==> src/rtl/player_input_hub.sv <==
// player_input_hub: per-player button conditioning and frame-synchronous command snapshots.
//
// Each raw button bit passes through a 2-flop synchronizer and a debounce counter before it is
// used. Direction is derived from the debounced levels with fixed priority
// up > down > left > right. Fire events come from debounced rising edges and, optionally,
// periodic auto-repeat. Each i_frame_tick captures a snapshot of direction and pending fire.
//
// Ports:
//   clk          system clock
//   rst_n        asynchronous active-low reset
//   i_btn        raw buttons, player p bits [5p+4:5p] = {fire,right,left,down,up}
//   i_frame_tick one-cycle snapshot request
//   o_held       debounced button levels, same layout as i_btn
//   o_dir        latched direction per player (0 up, 1 down, 2 left, 3 right, 4 idle)
//   o_cmd_valid  per-player pulse marking a new snapshot
//   o_fire       per-player fire command pulse, coincident with o_cmd_valid
//   o_led        LED drive, mirrors o_held
module player_input_hub #(
  parameter int unsigned N_PLAYERS       = 2,
  parameter int unsigned DEBOUNCE_CYCLES = 250000,
  parameter int unsigned AUTO_REPEAT     = 1,
  parameter int unsigned REPEAT_CYCLES   = 6250000
) (
  input  logic                   clk,
  input  logic                   rst_n,
  input  logic [5*N_PLAYERS-1:0] i_btn,
  input  logic                   i_frame_tick,
  output logic [5*N_PLAYERS-1:0] o_held,
  output logic [3*N_PLAYERS-1:0] o_dir,
  output logic [N_PLAYERS-1:0]   o_cmd_valid,
  output logic [N_PLAYERS-1:0]   o_fire,
  output logic [5*N_PLAYERS-1:0] o_led
);

  localparam int unsigned NB = 5 * N_PLAYERS;
  localparam int unsigned DW = (DEBOUNCE_CYCLES > 1) ? $clog2(DEBOUNCE_CYCLES) : 1;
  localparam int unsigned RW = $clog2(REPEAT_CYCLES);
  localparam logic [DW-1:0] DbLast  = DW'(DEBOUNCE_CYCLES - 1);
  localparam logic [RW-1:0] RptLast = RW'(REPEAT_CYCLES - 1);
  localparam logic [3*N_PLAYERS-1:0] DirIdle = {N_PLAYERS{3'd4}};

  logic [NB-1:0]                 sync1_q, sync2_q;
  logic [NB-1:0]                 held_q, held_d;
  logic [NB-1:0][DW-1:0]         db_cnt_q, db_cnt_d;
  logic [N_PLAYERS-1:0]          fire_prev_q;
  logic [N_PLAYERS-1:0][RW-1:0]  rpt_q, rpt_d;
  logic [N_PLAYERS-1:0]          pend_q, pend_d;
  logic [3*N_PLAYERS-1:0]        dir_q, dir_d;
  logic [N_PLAYERS-1:0]          valid_q, valid_d;
  logic [N_PLAYERS-1:0]          fire_q, fire_d;

  // Debounce: a bit flips only after DEBOUNCE_CYCLES consecutive cycles of disagreement.
  always_comb begin
    held_d   = held_q;
    db_cnt_d = '0;
    for (int b = 0; b < NB; b++) begin
      if (sync2_q[b] != held_q[b]) begin
        if (db_cnt_q[b] == DbLast) begin
          held_d[b] = ~held_q[b];
        end else begin
          db_cnt_d[b] = db_cnt_q[b] + 1'b1;
        end
      end
    end
  end

  // Fire events, pending flags and frame snapshots.
  always_comb begin
    logic       fire_lvl;
    logic       rise;
    logic       rpt_evt;
    logic       evt;
    logic [4:0] h;
    logic [2:0] dir_c;
    rpt_d   = rpt_q;
    pend_d  = pend_q;
    dir_d   = dir_q;
    valid_d = i_frame_tick ? '1 : '0;
    fire_d  = '0;
    for (int p = 0; p < N_PLAYERS; p++) begin
      h        = held_q[5*p +: 5];
      fire_lvl = h[4];
      rise     = fire_lvl & ~fire_prev_q[p];
      rpt_evt  = 1'b0;
      if (!fire_lvl || rise) begin
        rpt_d[p] = '0;
      end else if (rpt_q[p] == RptLast) begin
        rpt_d[p] = '0;
        rpt_evt  = 1'b1;
      end else begin
        rpt_d[p] = rpt_q[p] + 1'b1;
      end
      evt = rise | ((AUTO_REPEAT != 0) & rpt_evt);

      if (h[0])      dir_c = 3'd0;
      else if (h[1]) dir_c = 3'd1;
      else if (h[2]) dir_c = 3'd2;
      else if (h[3]) dir_c = 3'd3;
      else           dir_c = 3'd4;

      // An event in the tick cycle is held back for the following snapshot.
      if (i_frame_tick) begin
        dir_d[3*p +: 3] = dir_c;
        fire_d[p]       = pend_q[p];
        pend_d[p]       = evt;
      end else begin
        pend_d[p] = pend_q[p] | evt;
      end
    end
  end

  always_ff @(posedge clk or negedge rst_n) begin
    if (!rst_n) begin
      sync1_q     <= '0;
      sync2_q     <= '0;
      held_q      <= '0;
      db_cnt_q    <= '0;
      fire_prev_q <= '0;
      rpt_q       <= '0;
      pend_q      <= '0;
      dir_q       <= DirIdle;
      valid_q     <= '0;
      fire_q      <= '0;
    end else begin
      sync1_q  <= i_btn;
      sync2_q  <= sync1_q;
      held_q   <= held_d;
      db_cnt_q <= db_cnt_d;
      for (int p = 0; p < N_PLAYERS; p++) begin
        fire_prev_q[p] <= held_q[5*p+4];
      end
      rpt_q   <= rpt_d;
      pend_q  <= pend_d;
      dir_q   <= dir_d;
      valid_q <= valid_d;
      fire_q  <= fire_d;
    end
  end

  assign o_held      = held_q;
  assign o_led       = held_q;
  assign o_dir       = dir_q;
  assign o_cmd_valid = valid_q;
  assign o_fire      = fire_q;

endmodule

==> config.mk <==
export PLATFORM = sky130hd
export DESIGN_NAME = player_input_hub
export DESIGN_NICKNAME = d
export VERILOG_FILES = /design/src/rtl/player_input_hub.sv
export SDC_FILE = /design/constraint.sdc
export NUM_CORES = 1
export LEC_CHECK = 0
export BUFFER_PORTS_ARGS = -buffer_cell sky130_fd_sc_hd__clkbuf_2
export CORE_MARGIN = 1.5
export CORE_UTILIZATION = 41
export CTS_BUF_LIST = sky130_fd_sc_hd__clkbuf_8
export DETAILED_ROUTE_END_ITERATION = 10
export PLACE_DENSITY_LB_ADDON = 0.08
export RECOVER_POWER = 50
export SLEW_MARGIN = 20
export SYNTH_ARGS = -nofsm -noshare
export SYNTH_HDL_FRONTEND = slang
export SYNTH_SLANG_ARGS = --single-unit
==> constraint.sdc <==
create_clock -name clk -period 6.5 [get_ports clk]
set_clock_uncertainty 0.1 [all_clocks]
set_input_delay 0.325 -clock clk [delete_from_list [all_inputs] [get_ports clk]]
set_output_delay 0.325 -clock clk [all_outputs]
set_load 0.02 [all_outputs]
==> tab_implementation.tex, run 1 <==
\begin{tabular}{lr}
\hline
Metric & Value \\
\hline
\multicolumn{2}{l}{\textbf{Clock tree}} \\
\quad CTS root buf & clkbuf\_8 \\
\quad Deepest clock path buffer count & 3 \\
\quad Clock Pin Slew Worst Setup and Hold Paths & approximately 60 ps \\
\quad Level count of the clock H-tree & 2 \\
\quad Inserted Clock Buffers & 49 \\
\quad Clk sink count & 269 \\
\quad CTS tree & yes \\
\quad Post-CTS Resized & 0 \\
\quad Insertion delay of the later-clocked pin in the worst-skew pair & approximately 550 ps \\
\multicolumn{2}{l}{\textbf{Critical path}} \\
\quad FF-to-FF End & rpt\_q[27] \\
\quad Worst reg2reg path depth & 5 \\
\quad Minimum setup slack among reg-to-reg paths & 3580 ps \\
\quad Worst Setup Path Type & reg -> reg \\
\quad Cells traversed along the worst timing path & nor4bb\_1 > nand4\_1 > o311ai\_0 > buf\_4 > nor2\_1 \\
\quad WP data arrival & $\sim$3300 ps \\
\quad Gate family responsible for the most delay along the worst path & compound AO/OA/AOI/OAI gates \\
\quad Slowest stage delay, CP & approximately 1300 ps \\
\quad Sort of element at the end of the critical path & register \\
\quad Crit-path slowest cell & o311ai\_0 \\
\quad Start of the worst register-to-register path & rpt\_q[27] \\
\quad Maximum fanout count along the critical path & 15 \\
\quad Total buffers and inverters traversed by the critical path & 1 \\
\quad Critical Path RT & 6840 ps \\
\quad Worst Setup Start Kind & register \\
\multicolumn{2}{l}{\textbf{Drt}} \\
\quad Via count & between 9000 and 10000 \\
\quad Number of detailed-route iterations in the first pass & 4 \\
\quad Detailed-route vias per instance & around 5.2 \\
\quad \# DRC & 0 \\
\quad Number of antenna-violating nets in the routed design & 0 \\
\quad Average routed wire per standard cell & 14.0 µm \\
\quad Sum of routed wire length over all layers & 24.9 mm \\
\quad Iteration-0 DRC Markers & 395 \\
\multicolumn{2}{l}{\textbf{STA}} \\
\quad Unrepaired setup endpoints after global routing & no \\
\quad Endpoints failing hold & 0 \\
\quad Worst slew pin tran & roughly 1500 ps \\
\quad Shortest period the worst path allows & 2920 ps \\
\quad Final WS setup & 3580 ps \\
\quad Final-report max-slew violation count & 10 \\
\quad Final setup fails & 0 \\
\quad Fmax & 342 MHz \\
\quad Period utilisation layout & 44.9\% \\
\quad Remaining max-slew budget at the tightest pin & -4.38\% \\
\quad Fin Setup TNS & 0 ps \\
\multicolumn{2}{l}{\textbf{Power}} \\
\quad Overall power of the completed layout & 0.00339 W \\
\quad Total power divided by cell area & 236 nW/µm² \\
\quad Worst VDD drop & 0.137 mV \\
\quad Total leakage power & roughly 5.8 nW \\
\multicolumn{2}{l}{\textbf{Global route}} \\
\quad Antenna violations before repair & 0 \\
\quad Gr usage total & 15.8\% \\
\quad Vias in the first global route & roughly 9000 \\
\quad Leftover overflow at the end of global routing & 0 \\
\quad Maximum number of pins on one net before global-route repair & 177 \\
\quad Global-route wire length before repair & 43.9 mm \\
\multicolumn{2}{l}{\textbf{Cells and area}} \\
\quad Area added between synthesis and finish & 12.8\% \\
\quad Multi-input combinational cell area & 5630 µm² \\
\quad Reg area & roughly 6700 µm² \\
\quad Final cell area excluding filler cells & 14400 µm² \\
\quad Proportion of layout cells with a drive suffix above 1 & 8.33\% \\
\quad Total number of nets in the final design & 1372 \\
\quad Filler cell count in the final layout & 2922 \\
\quad Final Core Density & a little under half \\
\quad N\_diodes & 0 \\
\multicolumn{2}{l}{\textbf{Place}} \\
\quad Final HPWL from detailed placement & about 16 mm \\
\quad Pre-CTS WS & $\sim$4200 ps \\
\quad Placement Cell Area & 13400 µm² \\
\quad Placer Congestion & $\sim$0.75 \\
\quad Quantity of I/O buffers inserted on ports & 42 \\
\multicolumn{2}{l}{\textbf{Yosys}} \\
\quad Cell area after synthesis & 12800 µm² \\
\quad Top cells by instance count after synthesis & dfrtp\_1, nor2\_1, xnor2\_1 \\
\quad Synth Flop Type & dfrtp\_1 \\
\quad Most instantiated library cell after synthesis & dfrtp\_1 \\
\quad Most area-hungry cell type in the Yosys netlist & dfrtp\_1 \\
\quad Syn avg cell area & 10.0 µm² \\
\quad Fraction of post-synthesis cell area in the top cell type by area & 52.3\% \\
\quad Sequential-to-total area share from yosys stat & 52.7\% \\
\quad Synth Warn \# & 0 \\
\quad Post-Syn Nets & $\sim$1300 \\
\quad Leading cell types by total area after synthesis & dfrtp\_1, nor2\_1, xnor2\_1 \\
\quad Proportion of synthesized flip-flops having asynchronous set or reset & between 90\% and 100\% \\
\quad Count of unique library cells instantiated by Yosys & 40 \\
\quad Register bit total from synthesis & 269 \\
\quad Mapped Cells & about 1300 \\
\quad Number of enable-type register cells in the synthesized netlist & 0 \\
\multicolumn{2}{l}{\textbf{Min path}} \\
\quad Start point of the worst hold path & sync1\_q[5] \\
\quad End of the worst hold path & sync2\_q[5] \\
\quad Type of the worst min-delay path & reg -> reg \\
\quad Cell depth of the worst hold path & 0 \\
\multicolumn{2}{l}{\textbf{Floorplan}} \\
\quad Number of core rows & 64 \\
\quad Die Area & 32200 µm² \\
\quad Starting Density & 41.7\% \\
\quad Core Footprint & roughly 31000 µm² \\
\quad Floorplan die width & 180 µm \\
\quad I/O pins & 43 \\
\quad Vert. Die Dim & 180 µm \\
\multicolumn{2}{l}{\textbf{Run status}} \\
\quad Failing checks & capacitance limit, slew limit \\
\quad Status & finished with violations \\
\multicolumn{2}{l}{\textbf{Run}} \\
\quad Maxcap violations & 1 \\
\hline
\end{tabular}
==> placed cells by master (no fill, tap or decap), types with 5 or more instances in the layout <==
cell,n
nor4b_1,6
dlygate4sd3_1,12
or3_1,35
nand2_1,77
clkbuf_8,66
nor3_1,15
dfrtp_1,267
mux2_2,12
nor2b_1,8
clkbuf_1,34
o41ai_1,9
and4_1,20
or4_1,38
o21ai_0,30
ha_1,12
inv_1,53
nand4_1,56
buf_4,9
clkbuf_2,10
xor2_1,75
xnor2_1,78
o31ai_1,33
nand3_1,69
nor4_1,39
and3_1,23
nand3b_1,5
a21oi_1,61
nor2_1,188
clkinv_2,6
and2_1,11
==> worst max-delay path by stage <==
stage | from | end | slack (ps) | cells past startpoint
after global placement | db_cnt_q[162] | db_cnt_q[176] | 4180 | 6
after floorplan | db_cnt_q[144] | db_cnt_q[160] | 4440 | 5
final | rpt_q[27] | rpt_q[27] | 3580 | 5
after global routing | rpt_q[30] | rpt_q[44] | 3350 | 5
after CTS | db_cnt_q[47] | db_cnt_q[43] | 4190 | 5
after detailed placement | db_cnt_q[36] | db_cnt_q[51] | 4230 | 5
==> through the flow <==
stage | std cells | hold slack, ps
floorplan | 1272 | -70.6
global placement | 1680 | 233
detailed placement | 1680 | 236
CTS | 1777 | 249
global route | 1777 | 254
finish | 1777 | 247
==> cell families (layout without fill, tap and decap cells) <==
logic type / count (synthesis) / in the layout / synth area share, %
multiplexers: 12 / 12 / 1.06
adder cells (fa/ha/maj): 12 / 12 / 1.18
AO/OA/AOI/OAI: 140 / 140 / 7.04
buffers and inverters: 84 / 193 / 2.84
XOR/XNOR: 153 / 153 / 10.5
AND/OR/NAND/NOR: 602 / 602 / 24.7
flip-flops: 269 / 269 / 52.7
==> registers in the layout (all words and copies together) (netlist names) <==
signal       flops
db_cnt_q       180
rpt_q           46
o_held          10
sync1_q         10
sync2_q         10
o_dir            6
fire_prev_q      2
o_fire           2
pend_q           2
o_cmd_valid      1
==> routing by layer <==
layer / wire (µm) / track usage [%] / part of all wire, % / vias to the layer above
met4: 484 / 5.07 / 1.9 / 0
met3: 813 / 2.84 / 3.3 / 48
li1: - / - / - / 4675
met2: 11200 / 25.0 / 45 / 106
met1: 12400 / 21.9 / 50 / 4474
met5: 0 / 0 / 0 / -
==> report_power, final <==
part | switching (W) | leakage [nW] | total (W) | internal, W
clock | 0.000681 | 0.567 | 0.00158 | 0.000897
sequential | 0.0000182 | 3.68 | 0.00172 | 0.00170
combinational | 0.0000691 | 1.56 | 0.0000990 | 0.0000299
==> cell type report <==
class / instances / share of cell area (%)
flip-flops and latches: 269 / 46.7
multi-input cells: 919 / 39.1
clock buffers: 66 / 6.31
well taps: 396 / 3.44
repair buffers: 67 / 2.78
inverters: 41 / 1.07
clock inverters: 19 / 0.547
==> repair_timing <==
action	CTS	global route
hold buffers	12	0
endpoints found under the hold margin	103	0
setup buffers	0	0
==> worst register-to-register path: cells and delay by family, from the launching register on <==
family	cells	cell delay, ps
AO/OA/AOI/OAI	1	1290
flip-flops	1	430
buffers and inverters	1	400
AND/OR/NAND/NOR	3	590
(Power assumes the default switching activity.)
==> run 2, diff against run 1 <==
clock period = 2.8 ns   (was 6.5 ns; I/O delays follow)
==> run 2 against run 1 <==
  * The run still ends with capacitance limit, slew limit left
  * Utilization grew 0.74 points
  * Critical path depth is the same
  * Cell count grew 1.1%
  * Cell area grew 1.6%
  * Power grew 130%
  * First-iteration DRC count grew 21%
  * Clock-buffer cell count shrank 5
  * Combinational power grew to 2.5 times the previous value
  * Critical endpoint is now rpt_q[45]
  * Largest power group unchanged
  * Highest routed layer unchanged
==> tab_implementation.tex, run 2 (synthesis results as in run 1) <==
\begin{tabular}{lr}
\hline
Metric & Value \\
\hline
\multicolumn{2}{l}{\textbf{Run status}} \\
\quad Status & finished with violations \\
\quad Failing checks & capacitance limit, slew limit \\
\multicolumn{2}{l}{\textbf{Global route}} \\
\quad Antenna violations before repair & 0 (unchanged) \\
\quad Maximum number of pins on one net before global-route repair & 77 (-56\%) \\
\quad Vias in the first global route & 9154 (-0.60\%) \\
\quad Gr usage total & 16.2\% (+0.42 points) \\
\quad Global-route wire length before repair & 44.6 mm (+1.6\%) \\
\quad Leftover overflow at the end of global routing & 0 (unchanged) \\
\multicolumn{2}{l}{\textbf{Critical path}} \\
\quad Critical path startpoint & rpt\_q[23] \\
\quad WP data arrival & 2570 ps (-690 ps) \\
\quad Sort of element at the end of the critical path & register \\
\quad Start of the worst register-to-register path & rpt\_q[23] \\
\quad Worst Setup Path Type & reg -> reg \\
\quad Worst Setup Start Kind & register \\
\quad Critical Path RT & 3180 ps (-3660 ps) \\
\quad Maximum fanout count along the critical path & 7 (-8) \\
\multicolumn{2}{l}{\textbf{Power}} \\
\quad Proportion of total power due to net switching & 23.0\% (+0.40 points) \\
\quad Share of power burned in combinational logic & 3.2\% (+0.3 points) \\
\quad Total power divided by cell area & 540 nW/µm² (+130\%) \\
\quad Register share of total power & 50.4\% (-0.2 points) \\
\quad Worst VDD drop & 0.427 mV (+210\%) \\
\quad Total leakage power & 6.02 nW (+3.7\%) \\
\quad Clock network fraction of design power & 46.5\% (about the same) \\
\quad Internal power consumption & 0.00608 W (+130\%) \\
\quad Net switching power & 0.00182 W (+140\%) \\
\multicolumn{2}{l}{\textbf{Place}} \\
\quad Final HPWL from detailed placement & 16.7 mm (+5.7\%) \\
\quad Placement Cell Area & 13500 µm² (+0.93\%) \\
\quad Placer Congestion & 0.778 (+3.6\%) \\
\quad Quantity of I/O buffers inserted on ports & 42 (unchanged) \\
\multicolumn{2}{l}{\textbf{Drt}} \\
\quad Iteration-0 DRC Markers & 476 (+21\%) \\
\quad Sum of routed wire length over all layers & 25.2 mm (+1.3\%) \\
\quad Number of detailed-route iterations in the first pass & 4 (unchanged) \\
\quad Number of antenna-violating nets in the routed design & 0 (unchanged) \\
\quad Detailed-route vias per instance & 5.21 (-0.41\%) \\
\quad Via count & 9369 (+0.71\%) \\
\quad \# DRC & 0 (unchanged) \\
\quad Average routed wire per standard cell & 14.0 µm (+0.15\%) \\
\multicolumn{2}{l}{\textbf{Cells and area}} \\
\quad Final cell area excluding filler cells & 14600 µm² (+1.6\%) \\
\quad Area added between synthesis and finish & 14.5\% \\
\quad Filler cell count in the final layout & 2912 (-0.34\%) \\
\quad Reg area & 6730 µm² (unchanged) \\
\quad Largest reg by FF count & db\_cnt\_q \\
\quad Most frequent cells in the layout & dfrtp\_1, nor2\_1, xnor2\_1 \\
\quad Most common library cell in the layout ignoring fill and taps & dfrtp\_1 \\
\quad N\_diodes & 0 (unchanged) \\
\quad Regs by FF count & db\_cnt\_q (180), rpt\_q (46) \\
\quad Proportion of layout cells with a drive suffix above 1 & 12.4\% (+4.1 points) \\
\quad Max FFs per register & 180 (unchanged) \\
\quad Total number of nets in the final design & 1386 (+1.0\%) \\
\quad Multi-input combinational cell area & 5690 µm² (+1.1\%) \\
\multicolumn{2}{l}{\textbf{STA}} \\
\quad Endpoints failing hold & 0 (unchanged) \\
\quad Remaining max-slew budget at the tightest pin & -36.4\% (-32 points) \\
\quad Unrepaired setup endpoints after global routing & no \\
\quad Period utilisation layout & 78.2\% (+33 points) \\
\quad Fmax & 457 MHz (+33\%) \\
\quad Final-report max-slew violation count & 75 (+65) \\
\quad Worst slew pin tran & 2050 ps (+500 ps) \\
\quad Shortest period the worst path allows & 2190 ps (-732 ps) \\
\quad Fin Setup TNS & 0 ps (unchanged) \\
\quad Final setup fails & 0 (unchanged) \\
\multicolumn{2}{l}{\textbf{Floorplan}} \\
\quad I/O pins & 43 (unchanged) \\
\quad Vert. Die Dim & 180 µm (unchanged) \\
\quad Number of core rows & 64 (unchanged) \\
\quad Core Footprint & 30700 µm² (unchanged) \\
\quad Die Area & 32200 µm² (unchanged) \\
\quad Floorplan die width & 180 µm (unchanged) \\
\quad Starting Density & 41.7\% (unchanged) \\
\multicolumn{2}{l}{\textbf{Clock tree}} \\
\quad Buffers inserted by post-CTS timing repair & 0 (unchanged) \\
\quad Clock Pin Slew Worst Setup and Hold Paths & 60 ps (about the same) \\
\quad Post-CTS Hold Fix Bufs & 12 (unchanged) \\
\quad Insertion delay of the later-clocked pin in the worst-skew pair & 560 ps (about the same) \\
\quad Clk sink count & 269 (unchanged) \\
\quad Deepest clock path buffer count & 3 (unchanged) \\
\quad Post-CTS Resized & 0 (unchanged) \\
\quad Level count of the clock H-tree & 2 (unchanged) \\
\quad Inserted Clock Buffers & 48 (-2.0\%) \\
\quad CTS tree & yes \\
\quad CTS root buf & clkbuf\_8 \\
\multicolumn{2}{l}{\textbf{Run}} \\
\quad Maxcap violations & 1 (unchanged) \\
\multicolumn{2}{l}{\textbf{Min path}} \\
\quad Start point of the worst hold path & i\_btn[5] \\
\quad Type of the worst min-delay path & in -> reg \\
\hline
\end{tabular}
## run 2: metal layers
layer	routed length (µm)	GRT usage [%]	up-vias
li1	-	-	4710
met1	12400	22.9	4497
met2	11500	25.6	117
met3	842	2.69	45
met4	521	4.90	0
met5	0	0	-
## run 2: worst max-delay path: stages, from the launching register on
cell     delay [ps]
dfrtp_1         400
ha_1            250
nand4_1         160
or4_1           620
or4_1           440
a21oi_1         150
## run 2: stage by stage
stage	power, W	hold WS (ps)	cells	setup WS (ps)	util [%]
after floorplan	0.00414	-256	1272	745	-
after global placement	0.00430	72.6	1695	646	44.1
after global routing	0.00829	112	1797	260	47.7
after CTS	0.00808	56.2	1797	594	47.8
final	0.00791	135	1797	611	47.7
after detailed placement	0.00430	74.4	1695	617	44.1
## run 2: power by group through the flow
stage          Combinational, W  Clock (W)  Sequential (W)
2_1_floorplan          0.000101          0         0.00404
3_3_place_gp           0.000252          0         0.00405
3_5_place_dp           0.000252          0         0.00405
4_1_cts                0.000267    0.00383         0.00398
5_1_grt                0.000295    0.00401         0.00399
6_report               0.000252    0.00367         0.00398
## run 2: path summary, 6_finish.rpt
check / to / slack, ps / cells past startpoint
max: rpt_q[45] / 610 / 5
min: sync1_q[5] / 140 / 2
max reg2reg: rpt_q[45] / 610 / 5
min reg2reg: sync2_q[7] / 240 / 0
max in group asynchronous: db_cnt_q[152] / 670 / 3
min in group asynchronous: db_cnt_q[97] / 610 / 2
## run 2: cell type report
class                   instances  area share, %
inverters                      41           1.05
multi-input cells             919           38.9
well taps                     396           3.39
repair buffers                 82           3.82
flip-flops and latches        269           46.0
clock buffers                  61           5.74
clock inverters                29           1.06
==> run 3, diff against run 2 <==
clock period = 2.3 ns   (was 2.8 ns; I/O delays follow)
==> run 3 against run 2 <==
  * The flow now finishes without violations
  * Wire length grew 0.20%
  * Critical path depth grew 1
  * Clock power grew 21%
  * First-iteration DRC count grew 1.5%
  * Setup slack lost 440 ps
  * Power grew 21%
  * Critical path type unchanged
==> tab_implementation.tex, run 3 (synthesis results as in run 1) <==
\begin{tabular}{lr}
\hline
Metric & Value \\
\hline
\multicolumn{2}{l}{\textbf{Run}} \\
\quad Maxcap violations & 0 (-1) \\
\multicolumn{2}{l}{\textbf{Global route}} \\
\quad Global-route wire length before repair & 44.3 mm (-0.57\%) \\
\quad Vias in the first global route & 9157 (+0.033\%) \\
\quad Gr usage total & 16.1\% (-0.096 points) \\
\quad Leftover overflow at the end of global routing & 0 (unchanged) \\
\quad Maximum number of pins on one net before global-route repair & 78 (+1.3\%) \\
\quad Antenna violations before repair & 0 (unchanged) \\
\multicolumn{2}{l}{\textbf{Cells and area}} \\
\quad Total number of nets in the final design & 1391 (+0.36\%) \\
\quad Post-layout instance count excluding filler cells & 1800 (+0.17\%) \\
\quad Area added between synthesis and finish & 14.4\% (about the same) \\
\quad Largest reg by FF count & db\_cnt\_q \\
\quad Max FFs per register & 180 (unchanged) \\
\quad Proportion of layout cells with a drive suffix above 1 & 12.1\% (-0.31 points) \\
\quad Most common library cell in the layout ignoring fill and taps & dfrtp\_1 \\
\quad N\_diodes & 0 (unchanged) \\
\quad Regs by FF count & db\_cnt\_q (180), rpt\_q (46) \\
\quad Most frequent cells in the layout & dfrtp\_1, nor2\_1, xnor2\_1 \\
\multicolumn{2}{l}{\textbf{STA}} \\
\quad Fmax & 470 MHz (+3.0\%) \\
\quad Remaining max-slew budget at the tightest pin & 15.1\% (+52 points) \\
\quad Period utilisation layout & 92.4\% (+14 points) \\
\quad Final WS setup & 174 ps (-437 ps) \\
\quad Final setup fails & 0 (unchanged) \\
\quad Worst slack on hold paths & 91.0 ps (-44.2 ps) \\
\quad Fin Setup TNS & 0 ps (unchanged) \\
\quad Worst slew pin tran & 1270 ps (-773 ps) \\
\quad Shortest period the worst path allows & 2130 ps (-63.4 ps) \\
\quad Final-report max-slew violation count & 0 (-100\%) \\
\quad Unrepaired setup endpoints after global routing & no \\
\quad Endpoints failing hold & 0 (unchanged) \\
\multicolumn{2}{l}{\textbf{Clock tree}} \\
\quad Inserted Clock Buffers & 48 (unchanged) \\
\quad Clk sink count & 269 (unchanged) \\
\quad Clock Pin Slew Worst Setup and Hold Paths & 60 ps (about the same) \\
\quad CTS root buf & clkbuf\_8 \\
\quad Level count of the clock H-tree & 2 (unchanged) \\
\quad Deepest clock path buffer count & 3 (unchanged) \\
\quad Insertion delay of the later-clocked pin in the worst-skew pair & 570 ps (about the same) \\
\quad CTS tree & yes \\
\quad Post-CTS Resized & 0 (unchanged) \\
\multicolumn{2}{l}{\textbf{Floorplan}} \\
\quad Core Footprint & 30700 µm² (unchanged) \\
\quad I/O pins & 43 (unchanged) \\
\quad Starting Density & 41.7\% (unchanged) \\
\quad Number of core rows & 64 (unchanged) \\
\quad Die Area & 32200 µm² (unchanged) \\
\quad Floorplan die width & 180 µm (unchanged) \\
\quad Vert. Die Dim & 180 µm (unchanged) \\
\multicolumn{2}{l}{\textbf{Power}} \\
\quad Clock network fraction of design power & 46.4\% (about the same) \\
\quad Share of power burned in combinational logic & 3.1\% (about the same) \\
\quad Total leakage power & 6.01 nW (about the same) \\
\quad Total power divided by cell area & 656 nW/µm² (+21\%) \\
\quad Worst VDD drop & 0.433 mV (+1.4\%) \\
\quad Register share of total power & 50.5\% (about the same) \\
\quad Internal power consumption & 0.00738 W (+21\%) \\
\quad Net switching power & 0.00221 W (+21\%) \\
\quad Proportion of total power due to net switching & 23.0\% (about the same) \\
\multicolumn{2}{l}{\textbf{Drt}} \\
\quad \# DRC & 0 (unchanged) \\
\quad Average routed wire per standard cell & 14.0 µm (about the same) \\
\quad Detailed-route vias per instance & 5.22 (about the same) \\
\quad Number of detailed-route iterations in the first pass & 4 (unchanged) \\
\quad Iteration-0 DRC Markers & 483 (+1.5\%) \\
\quad Sum of routed wire length over all layers & 25.3 mm (+0.20\%) \\
\quad Number of antenna-violating nets in the routed design & 0 (unchanged) \\
\quad Via count & 9391 (+0.23\%) \\
\multicolumn{2}{l}{\textbf{Critical path}} \\
\quad Critical Path RT & 2690 ps (-490 ps) \\
\quad Sort of element at the end of the critical path & register \\
\quad Worst Setup Start Kind & register \\
\quad Start of the worst register-to-register path & rpt\_q[23] \\
\quad FF-to-FF End & rpt\_q[43] \\
\quad WP data arrival & 2520 ps (-50 ps) \\
\quad Worst reg2reg path depth & 6 (+1) \\
\quad Minimum setup slack among reg-to-reg paths & 170 ps (-440 ps) \\
\quad Worst Setup Path Type & reg -> reg \\
\quad Critical path startpoint & rpt\_q[23] \\
\quad Maximum fanout count along the critical path & 6 (-1) \\
\multicolumn{2}{l}{\textbf{Place}} \\
\quad Placer Congestion & 0.761 (-2.2\%) \\
\quad Pre-CTS WS & 196 ps (-421 ps) \\
\quad Quantity of I/O buffers inserted on ports & 42 (unchanged) \\
\quad DP Cell Count & 1699 (+0.24\%) \\
\quad Final HPWL from detailed placement & 16.8 mm (about the same) \\
\multicolumn{2}{l}{\textbf{Min path}} \\
\quad Start point of the worst hold path & i\_btn[9] \\
\quad End of the worst hold path & sync1\_q[9] \\
\quad Cell depth of the worst hold path & 2 (unchanged) \\
\quad Type of the worst min-delay path & in -> reg \\
\multicolumn{2}{l}{\textbf{Run status}} \\
\quad Status & complete, no violations \\
\hline
\end{tabular}
## run 3: power groups by stage
stage	registers (W)	clock network [W]	logic, W
floorplan	0.00492	0	0.000123
global placement	0.00493	0	0.000304
detailed placement	0.00493	0	0.000304
CTS	0.00485	0.00465	0.000330
global route	0.00485	0.00488	0.000347
finish	0.00485	0.00445	0.000293
## run 3: per-layer routing
metal | routed length [µm] | vias up | global-route usage, %
li1 | - | 4714 | -
met1 | 12400 | 4528 | 22.4
met2 | 11600 | 103 | 25.4
met3 | 785 | 46 | 2.96
met4 | 549 | 0 | 5.37
met5 | 0 | - | 0
## run 3: worst max-delay path: stages, from the launching register on
cell,delay [ps]
dfrtp_1,390
ha_1,230
nand4_1,160
or4_1,520
buf_4,170
or3_1,300
a21oi_1,170
## run 3: timing repair
| item | CTS | global route |
|---|---|---|
| hold buffers | 13 | 0 |
| hold endpoints to repair | 283 | 0 |
| setup buffers | 0 | 0 |
## run 3: area by class of cell
| cell class | instances | area (µm²) |
|---|---|---|
| Clock buffer | 61 | 840 |
| Clock inverter | 27 | 141 |
| Fill cell | 2860 | 16000 |
| Inverter | 41 | 154 |
| Multi-Input combinational cell | 919 | 5690 |
| Sequential cell | 269 | 6730 |
| Tap cell | 396 | 495 |
| Timing Repair Buffer | 87 | 562 |
## run 3: metrics by stage
step                      total power, W  instance area [µm²]  util (%)
after floorplan                  0.00504                12800         -
after global placement           0.00523                13600      44.3
after detailed placement         0.00524                13600      44.3
after CTS                        0.00983                14700      47.9
after global routing              0.0101                14600      47.7
final                            0.00959                14600      47.7
## run 3: worst max path at each step
stage	end	slack, ps	cells after the start
CTS	rpt_q[43]	150	6
finish	rpt_q[43]	170	6
global route	rpt_q[43]	80	6
detailed placement	rpt_q[43]	200	6
global placement	rpt_q[41]	270	6
floorplan	db_cnt_q[160]	240	5
